===== config.mk =====
export PLATFORM = sky130hd
export DESIGN_NAME = rvpi_master_port
export DESIGN_NICKNAME = d
export VERILOG_FILES = /design/src/rtl/rvpi_pkg.sv /design/src/rtl/rvpi_guard_counter.sv /design/src/rtl/rvpi_master_port.sv
export SDC_FILE = /design/constraint.sdc
export NUM_CORES = 1
export LEC_CHECK = 0
export CORE_MARGIN = 3
export CORE_UTILIZATION = 45
export DETAILED_ROUTE_END_ITERATION = 8
export PLACE_DENSITY = 0.8
export SYNTH_ARGS = -nofsm -noshare
export SYNTH_HDL_FRONTEND = slang
export SYNTH_SLANG_ARGS = --single-unit

===== constraint.sdc =====
create_clock -name clk -period 2.76 [get_ports clk]
set_input_delay 0.414 -clock clk [delete_from_list [all_inputs] [get_ports clk]]
set_output_delay 0.414 -clock clk [all_outputs]
set_load 0.01 [all_outputs]

===== src/rtl/rvpi_pkg.sv =====
// rvpi_pkg: shared widths, FSM state encoding and latched command format for the rvpi master port
package rvpi_pkg;
  localparam int RVPI_ADDR_W = 5;
  localparam int RVPI_DATA_W = 12;
  localparam int RVPI_DEPTH = 32;
  typedef enum logic [2:0] {
    S_IDLE,
    S_ACQUIRE,
    S_WRITE,
    S_READ_WAIT,
    S_READ_HOLD,
    S_RELEASE
  } state_t;
  typedef struct packed {
    logic write;
    logic [RVPI_ADDR_W-1:0] addr;
    logic [RVPI_ADDR_W-1:0] len;
  } cmd_t;
endpackage


===== src/rtl/rvpi_guard_counter.sv =====
// rvpi_guard_counter: SWITCH_CYCLES guard timer for taking and releasing the access mux
//   clk, reset : clock, asynchronous active-high reset
//   i_run      : high while in a guard state; low reloads the count
//   o_done     : high during the last guard cycle
module rvpi_guard_counter #(
  parameter int CYCLES = 2
) (
  input  logic clk,
  input  logic reset,
  input  logic i_run,
  output logic o_done
);
  logic [2:0] r_cnt;
  always_ff @(posedge clk or posedge reset) begin
    if (reset) r_cnt <= 3'(CYCLES);
    else r_cnt <= i_run ? r_cnt - 3'd1 : 3'(CYCLES);
  end
  assign o_done = i_run && r_cnt == 3'd1;
endmodule


===== src/rtl/rvpi_master_port.sv =====
// rvpi_master_port: burst read/write master for the shared 32x12 slave memory via the access mux
//   cmd_*      : host command channel (valid/ready), write flag, start address, length-1
//   wr_*       : host write-data channel; wr_data feeds the mux write path directly
//   resp_*     : read-data response channel
//   master_*   : master leg of the access mux; read_node is the memory read data
//   busy       : high outside IDLE
//   verify_err : sticky readback mismatch, present only with RVPI_MASTER_VERIFY_EN
module rvpi_master_port
  import rvpi_pkg::*;
#(
  parameter int ADDR_W = RVPI_ADDR_W,
  parameter int DATA_W = RVPI_DATA_W,
  parameter int READ_LATENCY = 1,
  parameter int SWITCH_CYCLES = 2
) (
  input  logic              clk,
  input  logic              reset,
  input  logic              cmd_valid,
  output logic              cmd_ready,
  input  logic              cmd_write,
  input  logic [ADDR_W-1:0] cmd_addr,
  input  logic [ADDR_W-1:0] cmd_len,
  input  logic [DATA_W-1:0] wr_data,
  input  logic              wr_valid,
  output logic              wr_ready,
  output logic [DATA_W-1:0] resp_data,
  output logic              resp_valid,
  input  logic              resp_ready,
  output logic              master_has_control,
  output logic [ADDR_W-1:0] master_read_addr,
  output logic [ADDR_W-1:0] master_write_addr,
  output logic              master_write,
  input  logic [DATA_W-1:0] read_node,
  output logic              busy
`ifdef RVPI_MASTER_VERIFY_EN
  ,output logic             verify_err
`endif
);
  state_t r_state;
  cmd_t r_cmd;
  logic [ADDR_W-1:0] r_cnt;
  logic [1:0] r_lat;
  logic r_has;
  logic r_rdy;
  logic r_rvalid;
  logic [DATA_W-1:0] r_rdata;
  logic w_done;
  logic w_last;
  logic w_smp;
  rvpi_guard_counter #(.CYCLES(SWITCH_CYCLES)) u_guard (
    .clk(clk),
    .reset(reset),
    .i_run(r_state == S_ACQUIRE || r_state == S_RELEASE),
    .o_done(w_done)
  );
  assign w_last = r_cnt == r_cmd.len;
  assign w_smp = r_state == S_READ_WAIT && r_lat == 2'(READ_LATENCY);
  assign cmd_ready = r_rdy;
  assign busy = r_state != S_IDLE;
  assign wr_ready = r_state == S_WRITE;
  // write strobe is combinational so wr_data reaches the mux in its own handshake cycle
  assign master_write = r_state == S_WRITE && wr_valid && r_has;
  assign master_write_addr = r_cmd.addr;
  assign master_read_addr = r_cmd.addr;
  assign master_has_control = r_has;
  assign resp_valid = r_rvalid;
  assign resp_data = r_rdata;
`ifdef RVPI_MASTER_VERIFY_EN
  logic [DATA_W-1:0] r_wdata;
  logic r_err;
  assign verify_err = r_err;
`else
  logic w_unused;
  assign w_unused = ^wr_data;
`endif
  always_ff @(posedge clk or posedge reset) begin
    if (reset) begin
      r_state <= S_IDLE;
      r_cmd <= '0;
      r_cnt <= '0;
      r_lat <= '0;
      r_has <= 1'b0;
      r_rdy <= 1'b0;
      r_rvalid <= 1'b0;
      r_rdata <= '0;
`ifdef RVPI_MASTER_VERIFY_EN
      r_wdata <= '0;
      r_err <= 1'b0;
`endif
    end else begin
      case (r_state)
        S_IDLE: begin
          r_rdy <= 1'b1;
          if (cmd_valid && r_rdy) begin
            r_cmd <= '{write: cmd_write, addr: cmd_addr, len: cmd_len};
            r_cnt <= '0;
            r_rdy <= 1'b0;
            r_has <= 1'b1;
            r_state <= S_ACQUIRE;
`ifdef RVPI_MASTER_VERIFY_EN
            r_err <= 1'b0;
`endif
          end
        end
        S_ACQUIRE: if (w_done) r_state <= r_cmd.write ? S_WRITE : S_READ_WAIT;
        S_WRITE: begin
          if (wr_valid) begin
`ifdef RVPI_MASTER_VERIFY_EN
            // hold the address for the readback of the word just written
            r_wdata <= wr_data;
            r_state <= S_READ_WAIT;
`else
            r_cmd.addr <= r_cmd.addr + 1'b1;
            r_cnt <= r_cnt + 1'b1;
            if (w_last) r_state <= S_RELEASE;
`endif
          end
        end
        S_READ_WAIT: begin
          r_lat <= w_smp ? 2'd0 : r_lat + 2'd1;
          if (w_smp) begin
`ifdef RVPI_MASTER_VERIFY_EN
            if (r_cmd.write) begin
              if (read_node != r_wdata) r_err <= 1'b1;
              r_cmd.addr <= r_cmd.addr + 1'b1;
              r_cnt <= r_cnt + 1'b1;
              r_state <= w_last ? S_RELEASE : S_WRITE;
            end else begin
              r_rdata <= read_node;
              r_rvalid <= 1'b1;
              r_state <= S_READ_HOLD;
            end
`else
            r_rdata <= read_node;
            r_rvalid <= 1'b1;
            r_state <= S_READ_HOLD;
`endif
          end
        end
        S_READ_HOLD: begin
          if (resp_ready) begin
            r_rvalid <= 1'b0;
            r_cmd.addr <= r_cmd.addr + 1'b1;
            r_cnt <= r_cnt + 1'b1;
            r_state <= w_last ? S_RELEASE : S_READ_WAIT;
          end
        end
        S_RELEASE: begin
          if (w_done) begin
            r_has <= 1'b0;
            r_rdy <= 1'b1;
            r_state <= S_IDLE;
          end
        end
        default: r_state <= S_IDLE;
      endcase
    end
  end
endmodule

Yosys cells after proc, flatten, opt, wreduce, memory -nomap -nowiden

Index checks and enable logic that the tools add are counted.

Reductions and logical operators: 18
Eq/ne operators: 15
Muxes and demuxes: 29
Add/sub/neg operators: 4

Operators by type and width:

| operator                                                              | count |
|---|---|
| 5-bit one-hot mux with 3 select lines                                 | 2 |
| 3-bit two-way mux                                                     | 9 |
| 5-bit two-way mux                                                     | 5 |
| 3-bit one-hot mux with 6 select lines                                 | 1 |
| 5-bit by 1-bit adder with 5-bit output, second input constant         | 2 |
| 10-bit two-way mux                                                    | 1 |
| 2-bit != test, second input constant                                  | 4 |
| 1-bit two-way mux                                                     | 7 |
| 7-bit AND reduction                                                   | 1 |
| 3-bit by 1-bit equality test with 1-bit output, second input constant | 2 |
| 3-bit by 2-bit equality test with 1-bit output, second input constant | 2 |
| 3-bit equality test, second input constant                            | 2 |
| 2-bit by 1-bit != test with 1-bit output, second input constant       | 3 |
| 1-bit one-hot mux with 2 select lines                                 | 3 |
| 2-bit AND reduction                                                   | 3 |
| 3-bit AND reduction                                                   | 2 |
| 3-bit nonzero test                                                    | 2 |
| 5-bit equality test                                                   | 1 |
| 1-bit logical AND                                                     | 5 |
| 4-bit AND reduction                                                   | 1 |
| 2-bit nonzero test                                                    | 2 |
| 3-bit zero test                                                       | 1 |
| 3-bit by 1-bit subtractor with 3-bit output, second input constant    | 1 |
| 2-bit by 1-bit adder with 2-bit output, second input constant         | 1 |
| 3 further kinds                                                       | 3 |

Register bits: 39

Depth between registers and ports, before layout

Depth after elaboration: 5
Depth in mapped cells: 7

Cells and area by module

Synthesis repeated with hierarchy kept, for this count alone.

Cells, all modules: 194
Area total of the unflattened synthesis: 1994.4 um^2

By module, submodules not included:

| module             | seq. area each (um^2) | times used | cells an instance | area each (um^2) |
|---|---|---|---|---|
| rvpi_master_port   | 900.9                 | 1          | 180               | 1849.3 |
| rvpi_guard_counter | 76.3                  | 1          | 14                | 145.1 |

Worst setup path after synthesis

OpenSTA, ideal clock, no wires.

Kind: register to register
Start: register u_guard.r_cnt[1]
End: register r_state[1]
Buffers on the path: 0
Data required time: 2634 ps
Slack: 1130 ps
Stages on the path, launching flop included: 8
Period minus slack after synthesis: 1630 ps
Arrival time: 1504 ps
Path through: dfstp_2 > inv_1 > ha_1 > nor2b_1 > a2bb2oi_1 > mux2i_1 > nor3_1 > a221o_1

Cells in the longest elaborated chain, start to end: 4
Elaborated cells between the ends (all ways): 5
Classes of those cells: eq/ne (3); reduce/logical (2)

Ends and longest elaborated chain:

| what                                                      | line                     | text |
|---|---|---|
| start, declared                                           | rvpi_guard_counter.sv:13 | `logic [2:0] r_cnt;` |
| start signal, assigned                                    | rvpi_guard_counter.sv:15 | `if (reset) r_cnt <= 3'(CYCLES);` |
| start signal, assigned                                    | rvpi_guard_counter.sv:16 | `else r_cnt <= i_run ? r_cnt - 3'd1 : 3'(CYCLES);` |
| 3-bit by 1-bit equality test with 1-bit output (*)        | rvpi_guard_counter.sv:18 | `assign o_done = i_run && r_cnt == 3'd1;` |
| 1-bit logical AND (*)                                     | rvpi_guard_counter.sv:18 |  |
| 2-bit by 1-bit != test with 1-bit output (no source line) | --                       |  |
| 7-bit AND reduction (no source line) (*)                  | --                       |  |
| end signal, assigned                                      | rvpi_master_port.sv:105  | `S_ACQUIRE: if (w_done) r_state <= r_cmd.write ? S_WRITE : S_READ_WAIT;` |
| end signal, assigned                                      | rvpi_master_port.sv:145  | `r_state <= w_last ? S_RELEASE : S_READ_WAIT;` |
| end, declared                                             | rvpi_master_port.sv:39   | `state_t r_state;` |

Every way passes the cells marked *; elsewhere a longest branch is shown, timed or not.
A chain may end at the register's enable or synchronous reset.

Worst setup path after layout

Start: register r_state[0]
End: output busy

Cells in the longest elaborated chain, start to end: 1

Ends and longest elaborated chain:

| what               | line                   | text |
|---|---|---|
| 3-bit nonzero test | rvpi_master_port.sv:59 | `assign busy = r_state != S_IDLE;` |
| end, declared      | rvpi_master_port.sv:34 | `output logic busy` |

No other way between the ends.

==> results.toml <==
[worst_setup_path]
r2r-start = "r_state[2]$_DFFE_PP0P_"
required_ns = 2.35
cp-startpoint = "r_state[0]$_DFFE_PP0P_"
crit_fanout = 19
critPathKind = "flop to output pin"
reg2reg_slack_ns = 0.77
crit_path_end_kind = "output pin"
rr_worst_depth = 4
crit_end = "busy"
timing.rr.end = "r_cnt[3]$_DFFE_PP0P_"
worst_ep_arrival_time_ns = 1.89
critPathLaunchType = "flop"

[clock_tree]
cts_root_buffer = "clkbuf_8"
tritoncts = "built"
clkTransAtPathRegs_ns = 0.08
cts.sinks = 39
clkLatencyLatePin_ns = 0.29
post_cts_buffers = 0
clk_path_buf_depth = 2
cts_hold_buf = 0
cts_buffers = 5
htreeDepth = 2
cts_resized = 0

[synthesis]
syn_inst = 199
async_reset_ff_share_pct = 100
synthMuxAreaShare_pct = 7.39
synthDistinctLibCells = 40
synth_edf_count = 0
synth_warnings = 0
synth-simple-area-share_pct = 15.9
synth_compound_area_share_pct = 12.7
synth-adder-area-share_pct = 2.55
ys_ff_latch = 39
synth_top_flop_cell = "dfrtp_1"
syn_nets = 243
synth_top_family_by_area = "simple AND/OR/NAND/NOR gates"
yosysSeqAreaShare_pct = 49.7
synth-xor-area-share_pct = 4.01
syn_avg_cell_area_um2 = 9.87
syn_area_um2 = 1960

[placement]
io_buffers = 55
dp.final_hpwl_mm = 2.91
place.gp.congestion = 0.862
place_area_um2 = 2490

[routing]
drc = 0
drtIter0Drc = 67
wl_per_cell_um = 13.6
vias = 1577
finalWirelength_mm = 4.06
drtAntennaViolNets = 0
first_pass_iters = 4
routed_via_density = 5.27

[die]
die_x_um = 72.1
rows = 23
initial_utilization_pct = 47.7
core_um2 = 4120
die_h_um = 72.1
pin_count = 68
die_area_um2 = 5190

[worst_hold_path]
min_from = "u_guard.r_cnt[0]$_DFF_PP0_"
hp-class = "flop to flop"

[sta]
timing.fmax_ghz = 0.434
period_minus_slack_ns = 2.30
drv_slew = 0
hold_viol_final = 0
slew_headroom_pct = 62.0
rsz0062_at_grt = "no"
setup_viol = 0
period_share_pct = 83.5
tns_ns = 0
tightest_slew_ns = 0.568
timing.hold.ws_ns = 0.463
clock_skew_ns = 0.00843

[pwr]
leakagePower_nw = 1.13
total_power_mw = 2.72
pwr_density_cell_nw_per_um2 = 1060
ir_worst_vdd_uv = 623

[grt]
grt_overflow = 0
grt_pass1_vias = 1613
antenna_found_initial = 0
grt_first_pass_wirelength_mm = 7.05
grt_max_degree = 40
grt_usage_pct = 17.3

[layout]
final_cell_mix = "clkdlybuf4s50_1, dfrtp_1, nand2_1"
area_growth_pct = 31.1
final_common_cell = "clkdlybuf4s50_1"
antenna_cells = 0
nets = 292
drive_above_1_share_pct = 10.0
design_area_um2 = 2570
post-route-util_pct = 62.6

[run_status]
outcome = "finished clean"

[flow_run]
maxCapViolations = 0
## cells in the mapped netlist, types with 2 or more instances
| cell | instances | area [µm²] |
|---|---|---|
| dfrtp_1 | 38 | 951 |
| nand2_1 | 29 | 109 |
| nor2_1 | 17 | 63.8 |
| mux2_2 | 12 | 135 |
| a21oi_1 | 10 | 50.1 |
| buf_4 | 10 | 75.1 |
| inv_1 | 10 | 37.5 |
| o21ai_0 | 8 | 40.0 |
| nand3_1 | 7 | 35.0 |
| nand2b_1 | 5 | 31.3 |
| xnor2_1 | 5 | 43.8 |
| buf_2 | 4 | 20.0 |
| ha_1 | 4 | 50.1 |
| xor2_1 | 4 | 35.0 |
| o22ai_1 | 3 | 18.8 |
| a221o_1 | 2 | 20.0 |
| a22oi_1 | 2 | 15.0 |
| a2bb2oi_1 | 2 | 17.5 |
| nor2b_1 | 2 | 12.5 |
| nor3_1 | 2 | 10.0 |
| nor3b_1 | 2 | 15.0 |
| o21a_1 | 2 | 15.0 |
| o31ai_1 | 2 | 15.0 |
## logic make-up (layout without fill, tap and decap cells)
group                    after synthesis  in the layout
AO/OA/AOI/OAI                         38             38
buffers and inverters                 27             77
adder cells (fa/ha/maj)                4              4
flip-flops                            39             39
AND/OR/NAND/NOR                       69             69
multiplexers                          13             13
XOR/XNOR                               9              9
## critical path, stage by stage, from the launching register on
cell             delay [ns]
dfrtp_1                0.69
nor2_1                 0.20
nand2_1                0.15
clkdlybuf4s50_1        0.55
## per-stage QoR
step,cells,worst slack [ns]
final,299,0.455
after global routing,299,0.324
after CTS,299,0.447
after detailed placement,291,0.482
after global placement,291,0.531
after floorplan,199,1.13
## worst min path at each step
stage / end / depth (start not counted)
after floorplan: u_guard.r_cnt[0]$_DFF_PP0_ / 1
after global placement: u_guard.r_cnt[0]$_DFF_PP0_ / 1
after detailed placement: u_guard.r_cnt[0]$_DFF_PP0_ / 1
after CTS: u_guard.r_cnt[0]$_DFF_PP0_ / 1
after global routing: u_guard.r_cnt[0]$_DFF_PP0_ / 1
final: u_guard.r_cnt[0]$_DFF_PP0_ / 1
## power by group
group / internal (mW) / switching, mW / leakage (nW) / total (mW)
Combinational: 0.715 / 0.590 / 0.602 / 1.30
Sequential: 0.807 / 0.233 / 0.482 / 1.04
Clock: 0.177 / 0.197 / 0.0422 / 0.375
## routing by layer
metal / wire (µm) / track usage (%)
met5: 0 / 0
met4: 63 / 5.64
met3: 416 / 7.34
met2: 1820 / 27.0
met1: 1760 / 21.6
## flip-flops by register name (all words and copies together), names as in the netlist, 2 cells and up
name and flops:
master_read_addr 5, r_cmd 6, r_cnt 5, r_lat 2
r_state 3, resp_data 12, u_guard.r_cnt 3
## area by class of cell
class	count	area, µm²
Clock buffer	7	76.3
Clock inverter	1	5.00
Fill cell	353	1540
Inverter	10	37.5
Multi-Input combinational cell	133	836
Sequential cell	39	977
Tap cell	50	62.6
Timing Repair Buffer	59	581
Note: power is estimated with default switching activity, not from simulation.
